--- config.mk ---
export PLATFORM = sky130hd
export DESIGN_NAME = aes_blok_toplayici_flat
export DESIGN_NICKNAME = d
export VERILOG_FILES = /design/src/rtl/aes_blok_toplayici_if.sv /design/src/rtl/aes_blok_toplayici.sv /design/src/flat_wrapper.sv
export SDC_FILE = /design/constraint.sdc
export NUM_CORES = 1
export LEC_CHECK = 0
export ABC_AREA = 1
export CAP_MARGIN = 20
export CORE_MARGIN = 3
export CORE_UTILIZATION = 60
export DETAILED_ROUTE_END_ITERATION = 7
export PLACE_DENSITY = 0.79
export SETUP_SLACK_MARGIN = 0.1
export SKIP_CTS_REPAIR_TIMING = 1
export SLEW_MARGIN = 40
export SYNTH_ARGS = -nofsm -noshare
export SYNTH_HDL_FRONTEND = slang
export SYNTH_SLANG_ARGS = --single-unit
--- constraint.sdc ---
create_clock -name clk -period 19.6 [get_ports clk]
set_clock_uncertainty 0.2 [all_clocks]
set_input_delay 1.96 -clock clk [delete_from_list [all_inputs] [get_ports clk]]
set_output_delay 1.96 -clock clk [all_outputs]
set_load 0.01 [all_outputs]
--- src/rtl/aes_blok_toplayici_if.sv ---
// Byte-stream input and engine-side block handshake of the AES block feeder.
// The master side is the byte source and engine; the slave side is the feeder.
interface aes_blok_toplayici_if #(
  parameter int DERINLIK = 4
);
  logic [7:0]                  bayt;
  logic                        bayt_gecerli;
  logic                        son;
  logic                        bayt_hazir;
  logic                        hazir;
  logic [127:0]                blok;
  logic                        g_gecerli;
  logic [$clog2(DERINLIK):0]   doluluk;

  modport master (
    output bayt, bayt_gecerli, son, hazir,
    input  bayt_hazir, blok, g_gecerli, doluluk
  );

  modport slave (
    input  bayt, bayt_gecerli, son, hazir,
    output bayt_hazir, blok, g_gecerli, doluluk
  );
endinterface

--- src/rtl/aes_blok_toplayici.sv ---
// Packs bytes into 128-bit blocks with PKCS#7 padding, queues them in a small
// FIFO and issues them to the AES engine with a minimum spacing between strobes.
module aes_blok_toplayici #(
  parameter int DERINLIK   = 4,
  parameter int MIN_ARALIK = 11
) (
  input logic                  clk,
  input logic                  rst,
  aes_blok_toplayici_if.slave  bus
);
  localparam int AW = $clog2(DERINLIK);
  localparam int CW = (MIN_ARALIK > 1) ? $clog2(MIN_ARALIK) : 1;
  localparam logic [AW:0]   DOLU_SAYI  = DERINLIK[AW:0];
  localparam logic [CW-1:0] ARALIK_YUK = CW'(MIN_ARALIK - 1);

  typedef enum logic {TOPLA, EK_BLOK} durum_t;

  durum_t           durum;
  logic [15:0][7:0] paket, yeni_blok;
  logic [127:0]     push_veri;
  logic [3:0]       indeks;
  logic [127:0]     mem [DERINLIK];
  logic [AW-1:0]    yaz_ptr, oku_ptr;
  logic [AW:0]      doluluk;
  logic [CW-1:0]    aralik;
  logic             dolu, kabul, ek_push, push, pop;

  assign dolu           = (doluluk == DOLU_SAYI);
  assign bus.bayt_hazir = rst && (durum == TOPLA) && !dolu;
  assign bus.doluluk    = doluluk;
  assign kabul          = bus.bayt_gecerli && bus.bayt_hazir;
  assign ek_push        = (durum == EK_BLOK) && !dolu;
  assign push           = (kabul && ((indeks == 4'd15) || bus.son)) || ek_push;
  assign pop            = (doluluk != '0) && bus.hazir && (aralik == '0);
  assign push_veri      = ek_push ? {16{8'h10}} : yeni_blok;

  // Byte k lands in element 15-k so the first byte ends up in [127:120].
  always_comb begin
    yeni_blok = paket;
    yeni_blok[4'd15 - indeks] = bus.bayt;
    if (bus.son) begin
      for (int j = 0; j < 16; j++) begin
        if (4'(j) > indeks) yeni_blok[15-j] = 8'(4'd15 - indeks);
      end
    end
  end

  always_ff @(posedge clk) begin
    if (push) mem[yaz_ptr] <= push_veri;
  end

  always_ff @(posedge clk or negedge rst) begin
    if (!rst) begin
      durum         <= TOPLA;
      paket         <= '0;
      indeks        <= '0;
      yaz_ptr       <= '0;
      oku_ptr       <= '0;
      doluluk       <= '0;
      aralik        <= '0;
      bus.blok      <= '0;
      bus.g_gecerli <= 1'b0;
    end else begin
      if (kabul) begin
        paket  <= yeni_blok;
        indeks <= ((indeks == 4'd15) || bus.son) ? 4'd0 : indeks + 4'd1;
      end
      // A message ending exactly on a block boundary still owes a full pad block.
      if (kabul && bus.son && (indeks == 4'd15)) durum <= EK_BLOK;
      else if (ek_push)                          durum <= TOPLA;

      if (push) yaz_ptr <= yaz_ptr + 1'b1;
      if (pop)  oku_ptr <= oku_ptr + 1'b1;
      case ({push, pop})
        2'b10:   doluluk <= doluluk + 1'b1;
        2'b01:   doluluk <= doluluk - 1'b1;
        default: doluluk <= doluluk;
      endcase

      if (pop)                aralik <= ARALIK_YUK;
      else if (aralik != '0)  aralik <= aralik - 1'b1;

      bus.g_gecerli <= pop;
      if (pop) bus.blok <= mem[oku_ptr];
    end
  end
endmodule

--- src/flat_wrapper.sv ---
// flat-port wrapper written by rule: the top's interface ports become plain ports
module aes_blok_toplayici_flat 
#(
  parameter int DERINLIK   = 4,
  parameter int MIN_ARALIK = 11
)
  (clk, rst, bus_bayt, bus_bayt_gecerli, bus_son, bus_hazir, bus_bayt_hazir, bus_blok, bus_g_gecerli, bus_doluluk);
  aes_blok_toplayici_if #(.DERINLIK(DERINLIK)) bus_i ();
  input logic clk;
  input logic rst;
  input wire logic [$bits(bus_i.bayt)-1:0] bus_bayt;
  input wire logic [$bits(bus_i.bayt_gecerli)-1:0] bus_bayt_gecerli;
  input wire logic [$bits(bus_i.son)-1:0] bus_son;
  input wire logic [$bits(bus_i.hazir)-1:0] bus_hazir;
  output wire logic [$bits(bus_i.bayt_hazir)-1:0] bus_bayt_hazir;
  output wire logic [$bits(bus_i.blok)-1:0] bus_blok;
  output wire logic [$bits(bus_i.g_gecerli)-1:0] bus_g_gecerli;
  output wire logic [$bits(bus_i.doluluk)-1:0] bus_doluluk;
  assign bus_i.bayt = bus_bayt;
  assign bus_i.bayt_gecerli = bus_bayt_gecerli;
  assign bus_i.son = bus_son;
  assign bus_i.hazir = bus_hazir;
  assign bus_bayt_hazir = bus_i.bayt_hazir;
  assign bus_blok = bus_i.blok;
  assign bus_g_gecerli = bus_i.g_gecerli;
  assign bus_doluluk = bus_i.doluluk;
  aes_blok_toplayici #(.DERINLIK(DERINLIK), .MIN_ARALIK(MIN_ARALIK)) u_core (.clk(clk), .rst(rst), .bus(bus_i));
endmodule
==> impl_metrics.yaml, run 1 <==
logic_synthesis:
  synth_top_family_by_area: "simple AND/OR/NAND/NOR gates"
  seq_area_frac_synth: 0.683
  synth_area_leaders: "edfxtp_1, dfrtp_1, nand2_1"
  yosysUniqueCellTypes: 41
  synth-compound-area-share: 0.0911
  synth.largest_area_cell: "edfxtp_1"
  synth_xor_area_frac: 0.00108
  synth_common_cells: "nand2_1, edfxtp_1, nor2_1"
  synthAdderAreaFrac: 0.00446
  synth_warnings: 0
  synth.most_common_cell: "nand2_1"
  synth-simple-area-share: 0.181
  synth_top_area_frac: 0.473
  syn_area_um2: 32500
  syn_nets: 3136
  avgSynthCellArea_um2: 10.4
  synth_top_flop_cell: "edfxtp_1"
  syn_inst: 3112
  async_reset_ff_frac: 0.348
  synth.ff_latch_count: 785
  synth-edff-count: 512
  synthMuxAreaShare: 0
placement:
  post-place-ws_ps: 12980
  portBuffers: 145
  dp_hpwl_um: 45800
  dpl-instance-area_um2: 34300
  place.gp.congestion: 0.868
clocking:
  cts.sink_count: 785
  clk_pin_slew_ps: 60
  clk-insertion-delay-late_ps: 610
  htree_levels: 3
  cts_buffers: 78
  cts-root-buf: "clkbuf_16"
  cts_tree: "built"
  clockBufferDepth: 3
worst_setup_path:
  cp_max_fo: 58
  required_ps: 19630
  critPathLaunchType: "input port"
  critPathKind: "input port to flip-flop"
  cp_top_family: "buffers and inverters"
  critical_path_arrival_ps: 5860
  critPathMaxStageDelay_ps: 820
  end_kind: "flip-flop"
  cp_slowest_cell: "clkdlybuf4s50_1"
  critPathBufInv: 5
  worstPathCellList: "clkdlybuf4s50_1, inv_1, nand2_2, nand4_2, nand2_1, inv_2, nor2_4, buf_4, buf_6"
power_and_ir_drop:
  vdd_drop_max_mv: 0.0918
  leakage_nw: 15.1
  power_density_nw_per_um2: 151
floorplanning:
  fp.dieArea_um2: 57000
  start_util: 0.613
  io_pins: 146
  die_w_um: 239
  die_y_um: 239
  core_um2: 53100
  rows: 84
global_route:
  antenna_found_initial: 3
  grt_remaining_overflow: 0
  grt_max_degree: 143
  grt_pass1_vias: 23600
  grt_pass1_wl_um: 127000
  grt_usage: 0.285
sta:
  setup_viol: 0
  worst_slew_pin_slew_ps: 886
  timing.final.ws_setup_ps: 13770
  holdWs_ps: 276
  finalCriticalPeriod_ps: 5830
  fmax_mhz: 171
  fin_crit_sh: 0.298
  drv_slew: 0
  slew_headroom: 0.409
  final_hold_viol_count: 0
  tns_ps: 0
  rsz0062_at_grt: "no"
layout:
  area_growth_pct: 13.9
  fin_util: 0.698
  drive_above_1_share: 0.0669
  fin_nets: 3210
  nFillCells: 3592
  postLayoutCellArea_um2: 37000
route:
  viasPerCell: 6.04
  wirelength_um: 80300
  drc: 0
  dr.first_iter.drc_count: 2907
  vias: 23800
  wl_per_cell_um: 20.4
  drtAntennaViolNets: 0
  first_pass_iters: 6
min_path:
  hold_path.class: "flip-flop to flip-flop"
status:
  status: "complete, no violations"
run:
  cap_viol_max_count: 0
-- layout make-up --
cell class,instances,area (um2),share of cell area
clock inverter,41,438,0.0118
clock buffer,99,2150,0.0582
tap,688,861,0.0232
timing repair buffer,177,1870,0.0504
antenna,1,2.50,0.0000676
sequential,785,22200,0.600
inverter,106,409,0.0110
multi-input combinational,2038,9090,0.246
-- sequential cells by signal, indices dropped and copies added, names as in the netlist --
signal and flops:
u_core.mem 512, u_core.indeks 4, u_core.paket 128, u_core.durum 1, u_core.oku_ptr 2, u_core.yaz_ptr 2, u_core.bus.g_gecerli 1, u_core.aralik 4
u_core.bus.blok 128, u_core.bus.doluluk 3
-- metrics by stage --
| stage | total power [mW] | std cells |
|---|---|---|
| 6_report | 5.59 | 3935 |
| 3_5_place_dp | 4.07 | 3789 |
| 3_3_place_gp | 3.98 | 3787 |
| 2_1_floorplan | 3.42 | 3112 |
| 5_1_grt | 5.90 | 3935 |
| 4_1_cts | 5.58 | 3929 |
-- cell families after synthesis --
family	count (synthesis)
buffers and inverters	289
adder cells (fa/ha/maj)	11
flip-flops	785
AND/OR/NAND/NOR	1473
AO/OA/AOI/OAI	550
XOR/XNOR	4
-- final timing paths --
kind,to,from,cells after the start,slack [ps]
worst min-delay path,u_core.bus.blok[80],u_core.bus.blok[80],2,280
min in group asynchronous,u_core.bus.blok[0],rst,1,1100
worst max register to register,u_core.mem[2][103],u_core.indeks[1],9,14740
max in group asynchronous,u_core.paket[66],rst,4,16200
worst min register to register,u_core.bus.blok[80],u_core.bus.blok[80],2,280
worst max-delay path,u_core.mem[2][103],bus_son,9,13770
-- where the power goes --
group	switching, mW	internal (mW)
Combinational	1.15	0.603
Sequential	0.173	2.16
Clock	0.611	0.897
Total	1.93	3.66
-- worst register-to-register path, cell delays in order (launching register included) --
cell and delay (ps):
dfrtp_1 730, ha_1 500, nand3_2 300, nand2_2 220, nand4_2 170, nand2_1 170
inv_2 130, nor2_4 600, buf_4 800, buf_6 650
-- layer usage --
layer,track usage,share of wire,vias up
met5,0,0.00034,-
met2,0.466,0.48,1395
met1,0.384,0.39,11500
met4,0.107,0.028,4
met3,0.0550,0.10,172
li1,-,-,10700
-- cells in the final DEF, fill, tap and decap left out, types with 11 or more instances in the layout --
master	n
a21oi_1	39
buf_4	12
buf_6	11
clkbuf_1	12
clkbuf_16	81
clkdlybuf4s50_1	144
clkinv_1	11
clkinv_2	18
dfrtp_1	270
edfxtp_1	512
inv_1	85
inv_2	15
nand2_1	950
nand3_1	103
nand4_1	12
nor2_1	362
nor2_4	12
o21ai_0	310
o21ai_1	57
o22ai_1	129
Note: power is estimated with default switching activity, not from simulation.
==> run 2, diff against run 1 <==
- CORE_UTILIZATION: 60 -> 55
- PLACE_DENSITY: 0.79 -> 0.76
- clock period: 19.6 -> 4.9 ns (I/O delays scaled with it)
==> impl_metrics.yaml, run 2 (same netlist as run 1, synthesis figures left out) <==
sta:
  worst_slew_pin_slew_ps: 853
  tns_ps: 0
  fin_crit_sh: 0.695
  slew_headroom: 0.432
  setup_viol: 0
  final_hold_viol_count: 0
  rsz0062_at_grt: "no"
  timing.final.ws_setup_ps: 1490
  finalCriticalPeriod_ps: 3410
  drv_slew: 0
  fmax_mhz: 293
  holdWs_ps: 144
run:
  cap_viol_max_count: 0
route:
  wl_per_cell_um: 20.0
  dr.first_iter.drc_count: 2775
  vias: 23700
  drtAntennaViolNets: 0
  first_pass_iters: 6
  viasPerCell: 5.88
  wirelength_um: 80700
  drc: 0
global_route:
  grt_usage: 0.258
  grt_pass1_wl_um: 128000
  grt_max_degree: 145
  grt_pass1_vias: 23800
  antenna_found_initial: 2
  grt_remaining_overflow: 0
placement:
  post-place-ws_ps: 1430
  placedCellCount: 3877
  dpl-instance-area_um2: 34600
  portBuffers: 145
  dp_hpwl_um: 47800
  place.gp.congestion: 0.892
layout:
  regMostFlops: "u_core.mem"
  reg.largest.list: "u_core.mem: 512 flops, u_core.bus.blok: 128 flops, u_core.paket: 128 flops"
  final_common_cell: "nand2_1"
  area_growth_pct: 14.6
  postLayoutCellArea_um2: 37300
  fin_nets: 3219
  mostFrequentLayoutCells: "nand2_1, edfxtp_1, nor2_1"
  fin_cells: 4026
  drive_above_1_share: 0.0684
  largest_reg_flops: 512
power_and_ir_drop:
  vdd_drop_max_mv: 0.417
  power_density_nw_per_um2: 600
  leakage_nw: 15.1
floorplanning:
  core_um2: 58100
  io_pins: 146
  rows: 88
  fp.dieArea_um2: 62100
  die_w_um: 249
  start_util: 0.559
  die_y_um: 249
worst_setup_path:
  cp_max_fo: 21
  r2r-start: "u_core.indeks[1]"
  crit_start: "u_core.indeks[1]"
  critPathLaunchType: "flip-flop"
  critPathKind: "flip-flop to flip-flop"
  end_kind: "flip-flop"
  rrSetupSlack_ps: 1490
  crit_path_end: "u_core.mem[1][102]"
  rr_worst_depth: 8
  critical_path_arrival_ps: 3490
  r2r-end: "u_core.mem[1][102]"
  required_ps: 4980
clocking:
  cts_tree: "built"
  clockBufferDepth: 3
  clk_pin_slew_ps: 60
  htree_levels: 3
  clk-insertion-delay-late_ps: 640
  cts.sink_count: 785
  cts_buffers: 78
  cts-root-buf: "clkbuf_16"
min_path:
  hold_path.class: "input port to asynchronous set/reset pin"
status:
  status: "complete, no violations"
==> run 2: changes by cell type in the layout (fill, tap and decap cells not counted), moves of 4 or more <==
cell	previous run	this run
buf_4	12	20
buf_12	5	16
inv_6	2	6
buf_6	11	3
clkbuf_1	12	18
==> run 2: worst min-delay path by stage <==
stage	slack (ps)	cells past startpoint	end
floorplan	-6	0	u_core.aralik[0]
global placement	200	1	u_core.bus.blok[67]
detailed placement	210	1	u_core.bus.blok[67]
CTS	-460	1	u_core.bus.blok[69]
global route	170	2	u_core.bus.blok[69]
finish	140	2	u_core.bus.blok[69]
==> run 2: final cells by class <==
type | count | area, um2
Timing Repair Buffer | 186 | 2000
Clock buffer | 105 | 2180
Inverter | 106 | 409
Clock inverter | 40 | 402
Sequential cell | 785 | 22200
Fill cell | 4353 | 20900
Tap cell | 765 | 957
Multi-Input combinational cell | 2038 | 9090
Antenna cell | 1 | 2.50
==> run 2: stage by stage <==
stage / total power, mW / utilization
after global routing: 23.6 / 0.641
final: 22.4 / 0.641
after global placement: 16.0 / 0.593
after floorplan: 13.7 / -
after detailed placement: 16.4 / 0.595
after CTS: 22.4 / 0.640
==> run 2: metal layers <==
| layer | vias to the layer above | GRT usage | part of all wire |
|---|---|---|---|
| met4 | 2 | 0.100 | 0.029 |
| met1 | 11600 | 0.345 | 0.41 |
| met3 | 188 | 0.0487 | 0.084 |
| met5 | - | 0 | 0.00014 |
| li1 | 10700 | - | - |
| met2 | 1154 | 0.422 | 0.48 |
==> run 2: critical path, stage by stage, from the launching register on <==
cell and delay (ps):
dfrtp_1 610, ha_1 410, nand3_2 240, nand2_2 180, nand4_2 150, nand2_1 180, inv_2 130, nor2_4 490
buf_4 430
==> run 2: power by group <==
part	total, mW	switching [mW]	leakage [nW]	internal [mW]
Clock	6.01	2.50	1.26	3.51
Sequential	9.31	0.661	8.15	8.65
Combinational	7.05	4.59	5.70	2.46
Total	22.4	7.75	15.1	14.6
